**src/rtl/rv_mem_pkg.sv**
```systemverilog
// rv_mem_pkg: funct3 encodings and FSM states shared by the load/store unit.
package rv_mem_pkg;
  localparam logic [2:0] F3_B  = 3'b000;
  localparam logic [2:0] F3_H  = 3'b001;
  localparam logic [2:0] F3_W  = 3'b010;
  localparam logic [2:0] F3_BU = 3'b100;
  localparam logic [2:0] F3_HU = 3'b101;
  typedef enum logic {IDLE, RMW_WRITE} lsu_state_t;
endpackage

```
**src/rtl/lsu_lane_align.sv**
```systemverilog
// lsu_lane_align: extracts and extends load lanes and merges store lanes into a word.
module lsu_lane_align
  import rv_mem_pkg::*;
(
  input  logic [2:0]  funct3,
  input  logic [1:0]  offset,
  input  logic [31:0] word,
  input  logic [31:0] store_data,
  output logic [31:0] load_data,
  output logic [31:0] merged
);
  logic [4:0]  sh;
  logic [7:0]  b;
  logic [15:0] h;
  logic [31:0] mask;
  logic [31:0] lanes;
  always_comb begin
    sh = {offset, 3'b000};
    b = 8'(word >> sh);
    h = offset[1] ? word[31:16] : word[15:0];
    load_data = funct3 == F3_B  ? {{24{b[7]}}, b} :
                funct3 == F3_BU ? {24'h0, b} :
                funct3 == F3_H  ? {{16{h[15]}}, h} :
                funct3 == F3_HU ? {16'h0, h} : word;
    mask = funct3 == F3_B ? 32'hff << sh :
           funct3 == F3_H ? 32'hffff << {offset[1], 4'b0000} : 32'hffff_ffff;
    lanes = funct3 == F3_B ? {4{store_data[7:0]}} :
            funct3 == F3_H ? {2{store_data[15:0]}} : store_data;
    merged = (word & ~mask) | (lanes & mask);
  end
endmodule

```
**src/rtl/load_store_unit.sv**
```systemverilog
// load_store_unit: RV32I loads/stores onto word memory; sub-word stores use a two-cycle read-modify-write.
module load_store_unit
  import rv_mem_pkg::*;
#(
  parameter int MEM_WORDS = 64
) (
  input  logic        clk,
  input  logic        rst_n,
  input  logic        req_valid,
  input  logic        req_write,
  input  logic [2:0]  req_funct3,
  input  logic [31:0] req_addr,
  input  logic [31:0] req_wdata,
  output logic        stall,
  output logic [31:0] load_data,
  output logic        fault_now,
  output logic        fault_valid,
  output logic [31:0] fault_addr,
  input  logic        fault_clear,
  output logic        mem_read,
  output logic        mem_write,
  output logic [31:0] mem_addr,
  output logic [31:0] mem_wdata,
  input  logic [31:0] mem_rdata
);
  lsu_state_t  state, next_state;
  logic [31:0] rmw_addr, rmw_data, merged, aligned_load;
  logic        legal, misaligned, out_of_range, idle_req, go, sub_store, direct_store, rmw;

  lsu_lane_align u_align (
    .funct3     (req_funct3),
    .offset     (req_addr[1:0]),
    .word       (mem_rdata),
    .store_data (req_wdata),
    .load_data  (aligned_load),
    .merged     (merged)
  );

  always_comb begin
    legal = req_funct3 == F3_B || req_funct3 == F3_H || req_funct3 == F3_W ||
            (!req_write && (req_funct3 == F3_BU || req_funct3 == F3_HU));
    misaligned = (req_funct3 == F3_W && req_addr[1:0] != 2'b00) ||
                 ((req_funct3 == F3_H || req_funct3 == F3_HU) && req_addr[0]);
    out_of_range = req_addr >= 32'(4 * MEM_WORDS);
    // Gating with rst_n keeps every output low while reset is held.
    idle_req = rst_n && state == IDLE && req_valid;
    fault_now = idle_req && (!legal || misaligned || out_of_range);
    go = idle_req && !fault_now;
    sub_store = req_write && (req_funct3 == F3_B || req_funct3 == F3_H);
    direct_store = go && req_write && !sub_store;
  end

  always_comb next_state = (state == IDLE && go && sub_store) ? RMW_WRITE : IDLE;

  always_ff @(posedge clk or negedge rst_n) begin
    if (!rst_n) begin
      state <= IDLE;
      rmw_addr <= 32'h0;
      rmw_data <= 32'h0;
    end else begin
      state <= next_state;
      if (stall) begin
        rmw_addr <= {req_addr[31:2], 2'b00};
        rmw_data <= merged;
      end
    end
  end

  always_ff @(posedge clk or negedge rst_n) begin
    if (!rst_n) begin
      fault_valid <= 1'b0;
      fault_addr <= 32'h0;
    end else if (fault_clear) begin
      fault_valid <= 1'b0;
      fault_addr <= 32'h0;
    end else if (fault_now && !fault_valid) begin
      fault_valid <= 1'b1;
      fault_addr <= req_addr;
    end
  end

  always_comb begin
    rmw = rst_n && state == RMW_WRITE;
    stall = go && sub_store;
    mem_read = go && (!req_write || sub_store);
    mem_write = rmw || direct_store;
    mem_addr = rmw ? rmw_addr : go ? {req_addr[31:2], 2'b00} : 32'h0;
    mem_wdata = rmw ? rmw_data : direct_store ? req_wdata : 32'h0;
    load_data = (go && !req_write) ? aligned_load : 32'h0;
  end
endmodule

```
**config.mk**
```make
export PLATFORM = sky130hd
export DESIGN_NAME = load_store_unit
export DESIGN_NICKNAME = d
export VERILOG_FILES = /design/src/rtl/rv_mem_pkg.sv /design/src/rtl/lsu_lane_align.sv /design/src/rtl/load_store_unit.sv
export SDC_FILE = /design/constraint.sdc
export NUM_CORES = 1
export LEC_CHECK = 0
export CAP_MARGIN = 30
export CORE_UTILIZATION = 40
export DETAILED_ROUTE_END_ITERATION = 10
export DONT_BUFFER_PORTS = 1
export HOLD_SLACK_MARGIN = 0.06
export RECOVER_POWER = 100
export SLEW_MARGIN = 20
export SYNTH_ARGS = -nofsm -noshare
export SYNTH_HDL_FRONTEND = slang
export SYNTH_SLANG_ARGS = --single-unit
```
**constraint.sdc**
```tcl
create_clock -name clk -period 2.1 [get_ports clk]
set_input_delay 0.315 -clock clk [delete_from_list [all_inputs] [get_ports clk]]
set_output_delay 0.315 -clock clk [all_outputs]
set_load 0.01 [all_outputs]
```
==> metrics, run 1 <==
post-synthesis mux area share=about 10%; Post-Synth XOR/XNOR Area=0%; slowest CP cell=dfrtp_1; most frequent cell after synthesis=dfrtp_1; R2R Setup Slk=-60 ps; Tmin final=approximately 2300 ps; Synth Register Bits=96; CP delay by family, top=compound AO/OA/AOI/OAI gates; final setup margin=-185 ps; Met2 Wirelength=8960 um; most common library cells after synthesis=dfrtp_1, nand2_1, a22o_1, o21ai_0; Post-Route WL=between 15,000 and 20,000 um; Yosys cell types=46; H-tree levels=3; top cell type's share of synthesized area=about 43%; reg2reg end=rmw_data[12]; Reg-to-Reg Start=state; clock skew=~6.0 ps; CTS max path bufs=2; met3 WL=around 1800 um; HP Class=in -> async; CP Buf/Inv Count=2; Slew @ Worst Pin=slightly below 600 ps; filler instances=1,211; root buffer cell=clkbuf_16; first-pass GRT wire length=approximately 29,000 um; Hold Buf Count CTS=1; sequential share of the synthesized area=a little over two fifths; Tot GR Track Use=between 20% and 30%; TritonCTS Buffers=9; CTS tree=done; data required time of the worst path=~1800 ps; CP startpoint kind=flop; asr flop ratio synth=100%; area grow syn2layout=26.4%; EDFF count, synth=0; Final setup viols=66; max_cap viols=0; critical path class=reg -> out; max-slew violation count=0; Main synth FF type=dfrtp_1; Starting Density=around two fifths; Worst setup EP type=output pin; largest family of logic cells by synthesized area=compound AO/OA/AOI/OAI gates; failing checks=negative hold slack, negative setup slack; Synth Instances=a little under 600; post-synthesis simple-gate area fraction=a little over a fifth; Final Hold Vio Count=96; GP Congestion=0.914; Min Hold Slack=-348 ps; Via Count=about 5k; adder-cell share of the synthesized area=0%; synth warn=0; initial antenna violation count=0; top sig layer=met4; Core Region=about 13,000 um2; Layout Nets=slightly above 700; Port Buffers=0; RSZ-0062 raised after global routing=true; Sink Count=96; DRC viols=0; worst-case reg-to-reg path depth=8; antenna-violating nets left=0; synth top area cells=dfrtp_1, a22o_1, nand2_1; Die Y=about 120 um; num rows=42; Top-Level Pins=around 240; Pre-antenna DRT Iters=5; Finished Layout Cells=801; wl on met1=between 8000 and 9000 um; largest net degree at the start of global routing=roughly 120; initial DRC count=395; Arr. time, crit path=roughly 2000 ps; syn avg cell area=9.45 um2; CTS clk-pin slew, worst paths=around 70 ps; ANT cells=0; Slew HR=around three fifths; fmax=approximately 0.44 GHz; compound-cell area share of the yosys netlist=between 20% and 30%; placed cells=773; vias in the first global route=4,785; period utilization=109%; Post-Syn Area=5610 um2; crit path max fanout=5; global route overflow=0; outcome=finished with violations; Worst VDD drop=0.372 mV; via/cell ratio=6.21; share of cells above drive strength 1=approximately 28%; P_leak=roughly 3.4 nW; placed cell area=just over 6000 um2; die span in x=around 120 um; die area=14,500 um2; post-DP HPWL=between 10,000 and 15,000 um; Yosys top cell by area=dfrtp_1; ordered list of cells on the worst path=nand3b_1 > nor2_1 > nand4_1 > buf_6 > a221o_1 > a31oi_1 > buf_4; post-route cell area=between 7000 and 8000 um2; WL/cell=24.2 um; CP peak stage delay=about 380 ps; worst-skew pair later-pin latency=between 300 and 400 ps; Power Density=562 nW/um2
==> per-layer routing <==
layer | vias to the layer above | global-route usage [%]
met4 | 0 | 11.3
met5 | - | 0
met1 | 2436 | 34.3
li1 | 2220 | -
met3 | 38 | 8.40
met2 | 281 | 39.4
==> cell type report <==
type	instances	area [um2]	share of cell area, %
clock buffer	10	229	3.23
timing repair buffer	66	638	9.00
inverter	2	7.51	0.106
sequential	96	2400	33.9
tap	176	220	3.11
multi-input combinational	445	3520	49.6
clock inverter	6	75.1	1.06
==> per-stage QoR <==
stage               power (mW)  utilization (%)  worst slack (ps)  hold slack [ps]  TNS (ps)
floorplan                 2.22                -              -116             19.4     -3440
global placement          2.26             45.2             -74.1             22.5     -2320
detailed placement        2.27             45.2             -91.4             21.7     -3170
CTS                       4.00             50.8              -164             -363     -3470
global route              4.14             52.7              -304             -367    -16500
finish                    3.98             52.7              -185             -348     -6510
==> state kept, by name, summed over array words and instances (netlist names) <==
register / flops
state: 1
rmw_data: 32
fault_valid: 1
fault_addr: 32
rmw_addr: 30
==> worst max-delay path by stage <==
stage,slack [ps],startpoint,depth (start not counted),end
floorplan,-120,req_addr[15],7,mem_wdata[10]
global placement,-70,req_addr[19],6,mem_wdata[31]
detailed placement,-90,req_addr[19],6,load_data[3]
CTS,-160,state,7,load_data[13]
global route,-300,state,7,load_data[8]
finish,-190,state,7,load_data[9]
==> cell families (layout without fill, tap and decap cells) <==
logic type | count (synthesis) | count (layout)
AND/OR/NAND/NOR | 225 | 225
AO/OA/AOI/OAI | 171 | 171
flip-flops | 96 | 96
buffers and inverters | 53 | 84
multiplexers | 47 | 47
other | 1 | 2
==> timing repair <==
item / CTS / global route
gates resized for setup: 59 / 37
endpoints found under the hold margin: 97 / 96
pin swaps: 8 / 9
endpoints found under the setup margin: 66 / 66
gates cloned: 2 / 2
buffers inserted: 3 / 3
==> cells in the final DEF (no fill, tap or decap), types with 3 or more instances in the layout <==
| cell | count |
|---|---|
| buf_4 | 39 |
| nor2_1 | 23 |
| and2_1 | 9 |
| a22o_1 | 38 |
| nor4_2 | 4 |
| and3_1 | 25 |
| nor2b_1 | 18 |
| a22o_4 | 32 |
| nand3b_1 | 3 |
| mux2_2 | 11 |
| a311oi_2 | 7 |
| and2_0 | 18 |
| a21oi_1 | 31 |
| clkbuf_16 | 11 |
| nand2_1 | 85 |
| nor3_2 | 6 |
| dfrtp_1 | 96 |
| nor4_4 | 4 |
| nand4_1 | 4 |
| buf_6 | 11 |
| mux2i_1 | 26 |
| clkbuf_2 | 3 |
| nor3_4 | 11 |
| o21a_1 | 3 |
| o21a_4 | 3 |
| buf_12 | 4 |
| a31oi_1 | 5 |
| o21ai_0 | 42 |
| mux4_2 | 6 |
==> report_power, final <==
group | switching (mW) | internal (mW)
registers | 0.0372 | 1.88
clock network | 0.773 | 0.942
logic | 0.198 | 0.155
total | 1.01 | 2.97
Note: power is estimated with default switching activity, not from simulation.
==> run 2: changes to the inputs <==
RECOVER_POWER = default   (was 100)
==> run 2 against run 1 <==
Via count is 0.10% lower. Combinational power barely moved. Clock-buffer cell count unchanged. Worst hold slack lost 0.80 ps. The run still ends with negative hold slack, negative setup slack left.
==> metrics, run 2 (synthesis results as in run 1) <==
Top-Level Pins=about 240; Min Hold Slack=-349 ps; Final setup viols=52; outcome=finished with violations; Slew @ Worst Pin=606 ps; die area=about 14,000 um2; CTS clk-pin slew, worst paths=about 70 ps; antenna-violating nets left=0; HP Class=in -> async; final setup margin=-211 ps; filler instances=approximately 1.2k; root buffer cell=clkbuf_16; Worst setup EP type=output pin; Tmin final=around 2300 ps; max_cap viols=0; Pre-antenna DRT Iters=5; Power Density=between 500 and 600 nW/um2; Hold Buf Count CTS=1; share of cells above drive strength 1=28.5%; first-pass GRT wire length=28,500 um; Layout Nets=roughly 720; CTS tree=done; fin util=about 53%; Die Y=120 um; Arr. time, crit path=around 2000 ps; total power=roughly 4 mW; initial antenna violation count=0; initial DRC count=~380; Tot GR Track Use=between 20% and 30%; Core Region=approximately 13,000 um2; post-DP HPWL=roughly 14,000 um; P_leak=between 3 and 4 nW; vias in the first global route=around 4.8k; largest net degree at the start of global routing=around 120; fmax=roughly 0.43 GHz; worst-skew pair later-pin latency=approximately 350 ps; commonest non-fill, non-tap cell in the layout=dfrtp_1; most frequent cells in the layout=dfrtp_1, nand2_1, buf_4, o21ai_0, a22o_1; Final Hold Vio Count=between 90 and 100; max-slew violation count=0; ANT cells=0; num rows=42; area grow syn2layout=26.9%; period utilization=110%; Via Count=just under 5k; Port Buffers=0; CTS max path bufs=2; Sink Count=96; Worst VDD drop=0.374 mV; Largest regs=fault_addr (32), rmw_data (32), rmw_addr (30); Slew HR=between 50% and 60%; TritonCTS Buffers=9; RSZ-0062 raised after global routing=true; critical path class=reg -> out; via/cell ratio=a little over 6; failing checks=negative hold slack, negative setup slack; data required time of the worst path=between 1500 and 2000 ps; WL/cell=24.2 um; Post-Route WL=between 15,000 and 20,000 um; die span in x=~120 um; DRC viols=0; Starting Density=about two fifths; crit path max fanout=7; GP Congestion=approximately 0.91; global route overflow=0; clock skew=6.85 ps; CP startpoint kind=flop; H-tree levels=3
-- run 2: cell types whose count changed in the layout (fill, tap and decap cells not counted), sizes merged --
| cell | previous run | this run |
|---|---|---|
| buf | 57 | 63 |
| clkbuf | 18 | 12 |
-- run 2: area by class of cell --
type                            count  area, um2  area share (%)
Sequential cell                    96       2400            33.8
Timing Repair Buffer               66        656            9.22
Clock inverter                      6       75.1            1.06
Tap cell                          176        220            3.10
Clock buffer                       10        229            3.22
Multi-Input combinational cell    445       3520            49.5
Inverter                            2       7.51           0.106
-- run 2: layer usage --
metal | track usage, % | part of all wire [%]
met1 | 34.3 | 42
met2 | 39.4 | 46
met3 | 8.40 | 9.3
met4 | 11.3 | 2.8
met5 | 0 | 0
-- run 2: worst paths after layout --
path / startpoint / to / slack (ps) / cells past startpoint
worst max register to register: state / rmw_data[12] / 170 / 8
worst min-delay path: rst_n / rmw_addr[14] / -350 / 0
worst max-delay path: state / mem_wdata[10] / -210 / 6
max in group asynchronous: rst_n / rmw_data[14] / 2310 / 0
min in group clk: req_addr[27] / fault_addr[27] / 90 / 1
worst min register to register: rmw_addr[22] / rmw_addr[22] / 480 / 1
-- run 2: critical path, stage by stage, from the launching register on --
cell       delay [ps]
dfrtp_1           380
nand3b_1          190
buf_4             170
nor4_4            170
and3_4            380
clkbuf_16         210
a22o_4            140
-- run 2: stage by stage --
step / cells / TNS, ps / setup slack (ps) / area [um2] / hold slack, ps
3_3_place_gp: 773 / -2320 / -74.1 / 6080 / 22.5
4_1_cts: 795 / -3470 / -164 / 6840 / -363
5_1_grt: 801 / -13530 / -304 / 7110 / -367
6_report: 801 / -7460 / -211 / 7110 / -349
3_5_place_dp: 773 / -3170 / -91.4 / 6080 / 21.7
2_1_floorplan: 594 / -3440 / -116 / 5650 / 19.4
-- run 2: what timing repair did --
item / in CTS / in global routing
hold endpoints to repair: 97 / 96
cloned: 2 / 2
buffers inserted: 3 / 3
setup endpoints to repair: 66 / 66
resized for setup: 59 / 37
pin swaps: 8 / 9
-- run 2: where the power goes --
group          leakage, nW  internal, mW  switching (mW)  total, mW
Combinational         1.91         0.158           0.199      0.356
Clock                0.145         0.942           0.769       1.71
Sequential            1.33          1.88          0.0371       1.91
Total                 3.39          2.98            1.00       3.98
==> run 3: changes to the inputs <==
SETUP_SLACK_MARGIN = 0.02   (was default)
==> run 3 against run 2 <==
Via count grew 1.3%. Sequential cell count is the same. Core utilization grew 1.1 points. Die area is the same. Combinational power is essentially flat. The run still ends with negative hold slack, negative setup slack left. Worst hold slack gained 1.2 ps. First-iteration DRC count grew 21%.
==> metrics, run 3 (synthesis results as in run 1) <==
via/cell ratio=~6.3; sum of negative setup slack=-6210 ps; slowest CP cell=dfrtp_1; Sink Count=between 90 and 100; Arr. time, crit path=slightly below 2000 ps; GR peak layer=met2; clock skew=7.27 ps; P_leak=roughly 3.5 nW; worst-skew pair later-pin latency=350 ps; WL/cell=between 20 and 25 um; R2R Setup Slk=~180 ps; CTS clk-pin slew, worst paths=approximately 70 ps; CTS tree=done; reg2reg end=rmw_addr[3]; largest net degree at the start of global routing=between 100 and 150; worst-case reg-to-reg path depth=6; vias in the first global route=around 4.7k; Largest regs=fault_addr (32), rmw_data (32), rmw_addr (30); Reg-to-Reg Start=state; Pre-antenna DRT Iters=6; Slew @ Worst Pin=about 620 ps; Slew HR=approximately three fifths; Min Hold Slack=-347 ps; global route overflow=0; Tot GR Track Use=about a quarter; share of cells above drive strength 1=about 30%; CP peak stage delay=around 380 ps; filler instances=around 1.2k; die area=14,500 um2; Final Hold Vio Count=96; final setup margin=-177 ps; Tmin final=2280 ps; Storage cell area=around 2400 um2; Final setup viols=between 50 and 60; num rows=42; Starting Density=between 40% and 50%; max_cap viols=0; TritonCTS Buffers=9; Port Buffers=0; initial DRC count=around 450; HP Class=in -> async; Power Density=579 nW/um2; post-route cell area=7260 um2; global routing usage on met3=~6.2%; GRT met1 Usage=36.1%; Via Count=about 5.0k; failing checks=negative hold slack, negative setup slack; CP most frequent cell=buf_4; commonest non-fill, non-tap cell in the layout=dfrtp_1; RSZ-0062 raised after global routing=true; critical path class=reg -> out; first-pass GRT wire length=about 29,000 um; Worst setup EP type=output pin; met2 usage=between 30 and 40%; Post-Route WL=between 15,000 and 20,000 um; most frequent cells in the layout=dfrtp_1, nand2_1, o21ai_0, buf_4, a22o_4; ordered list of cells on the worst path=nand3b_1 > nor2_1 > nand4_1 > buf_6 > buf_4 > buf_12 > a311oi_4 > buf_4; Multi-input gate area=between 3000 and 4000 um2; placed cell area=between 6000 and 7000 um2; CP startpoint kind=flop; post-DP HPWL=~14,000 um; crit path max fanout=7; CTS max path bufs=2; max-slew violation count=0; Top-Level Pins=237; fmax=between 0.4 and 0.5 GHz; die span in x=between 100 and 150 um; initial antenna violation count=0; Worst VDD drop=approximately 0.37 mV; period utilization=108%; data required time of the worst path=1780 ps; outcome=finished with violations; root buffer cell=clkbuf_16; ANT cells=0; area grow syn2layout=29.5%; antenna-violating nets left=0; H-tree levels=3; Hold Buf Count CTS=1; Die Y=approximately 120 um; Layout Nets=725; GP Congestion=a little over 0.9; DRC viols=0; Core Region=between 10,000 and 15,000 um2
run 3: changes by cell type in the layout (fill, tap and decap cells not counted), moves of 2 or more:
cell | previous run | this run
a22o_1 | 38 | 32
a22o_4 | 32 | 38
buf_4 | 45 | 41
buf_6 | 12 | 15
bufinv_16 | 1 | 3
clkinv_4 | 2 | 0
nor3_2 | 6 | 4
nor3_4 | 11 | 13
run 3: critical path, delay by kind of cell (launching register included):
family | cells | cell delay (ps)
DFF | 1 | 380
AOI/OAI and AO/OA | 1 | 230
and+or+nand+nor | 3 | 370
buffers and inverters | 4 | 620
run 3: area by class of cell:
cell class                      count  area share [%]
Tap cell                          176            3.03
Multi-Input combinational cell    445            49.5
Sequential cell                    96            33.1
Inverter                            2           0.103
Timing Repair Buffer               67            9.53
Clock buffer                       10            3.15
Clock inverter                      6            1.58
run 3: repair_timing:
item | 4_1_cts | 5_1_grt
setup buffers | 1 | 4
resized for setup | 53 | 60
gates cloned | 1 | 4
endpoints found under the hold margin | 97 | 96
endpoints found under the setup margin | 65 | 71
pin swaps | 3 | 15
run 3: per-layer routing:
metal | vias to the layer above | wire (um)
li1 | 2217 | -
met1 | 2470 | 8100
met2 | 297 | 9070
met3 | 51 | 1820
met4 | 0 | 644
met5 | - | 0
run 3: how the worst max path moves through the flow:
stage / start / end / cells after the start
after floorplan: req_addr[15] / mem_wdata[10] / 7
after global placement: req_addr[19] / mem_wdata[31] / 6
after detailed placement: req_addr[19] / mem_wdata[6] / 6
after CTS: state / mem_wdata[6] / 6
after global routing: state / load_data[9] / 7
final: state / load_data[4] / 8
run 3: power breakdown:
part	internal [mW]	total, mW	switching, mW
clock	1.18	1.93	0.755
sequential	1.88	1.92	0.0386
combinational	0.155	0.358	0.203
run 3: through the flow:
| stage | cells | utilization, % | worst slack, ps | total power [mW] |
|---|---|---|---|---|
| 3_3_place_gp | 774 | 45.3 | -80.8 | 2.26 |
| 3_5_place_dp | 774 | 45.3 | -138 | 2.27 |
| 4_1_cts | 793 | 50.7 | -142 | 4.21 |
| 2_1_floorplan | 594 | - | -116 | 2.22 |
| 5_1_grt | 802 | 54.0 | -291 | 4.35 |
| 6_report | 802 | 54.0 | -177 | 4.21 |
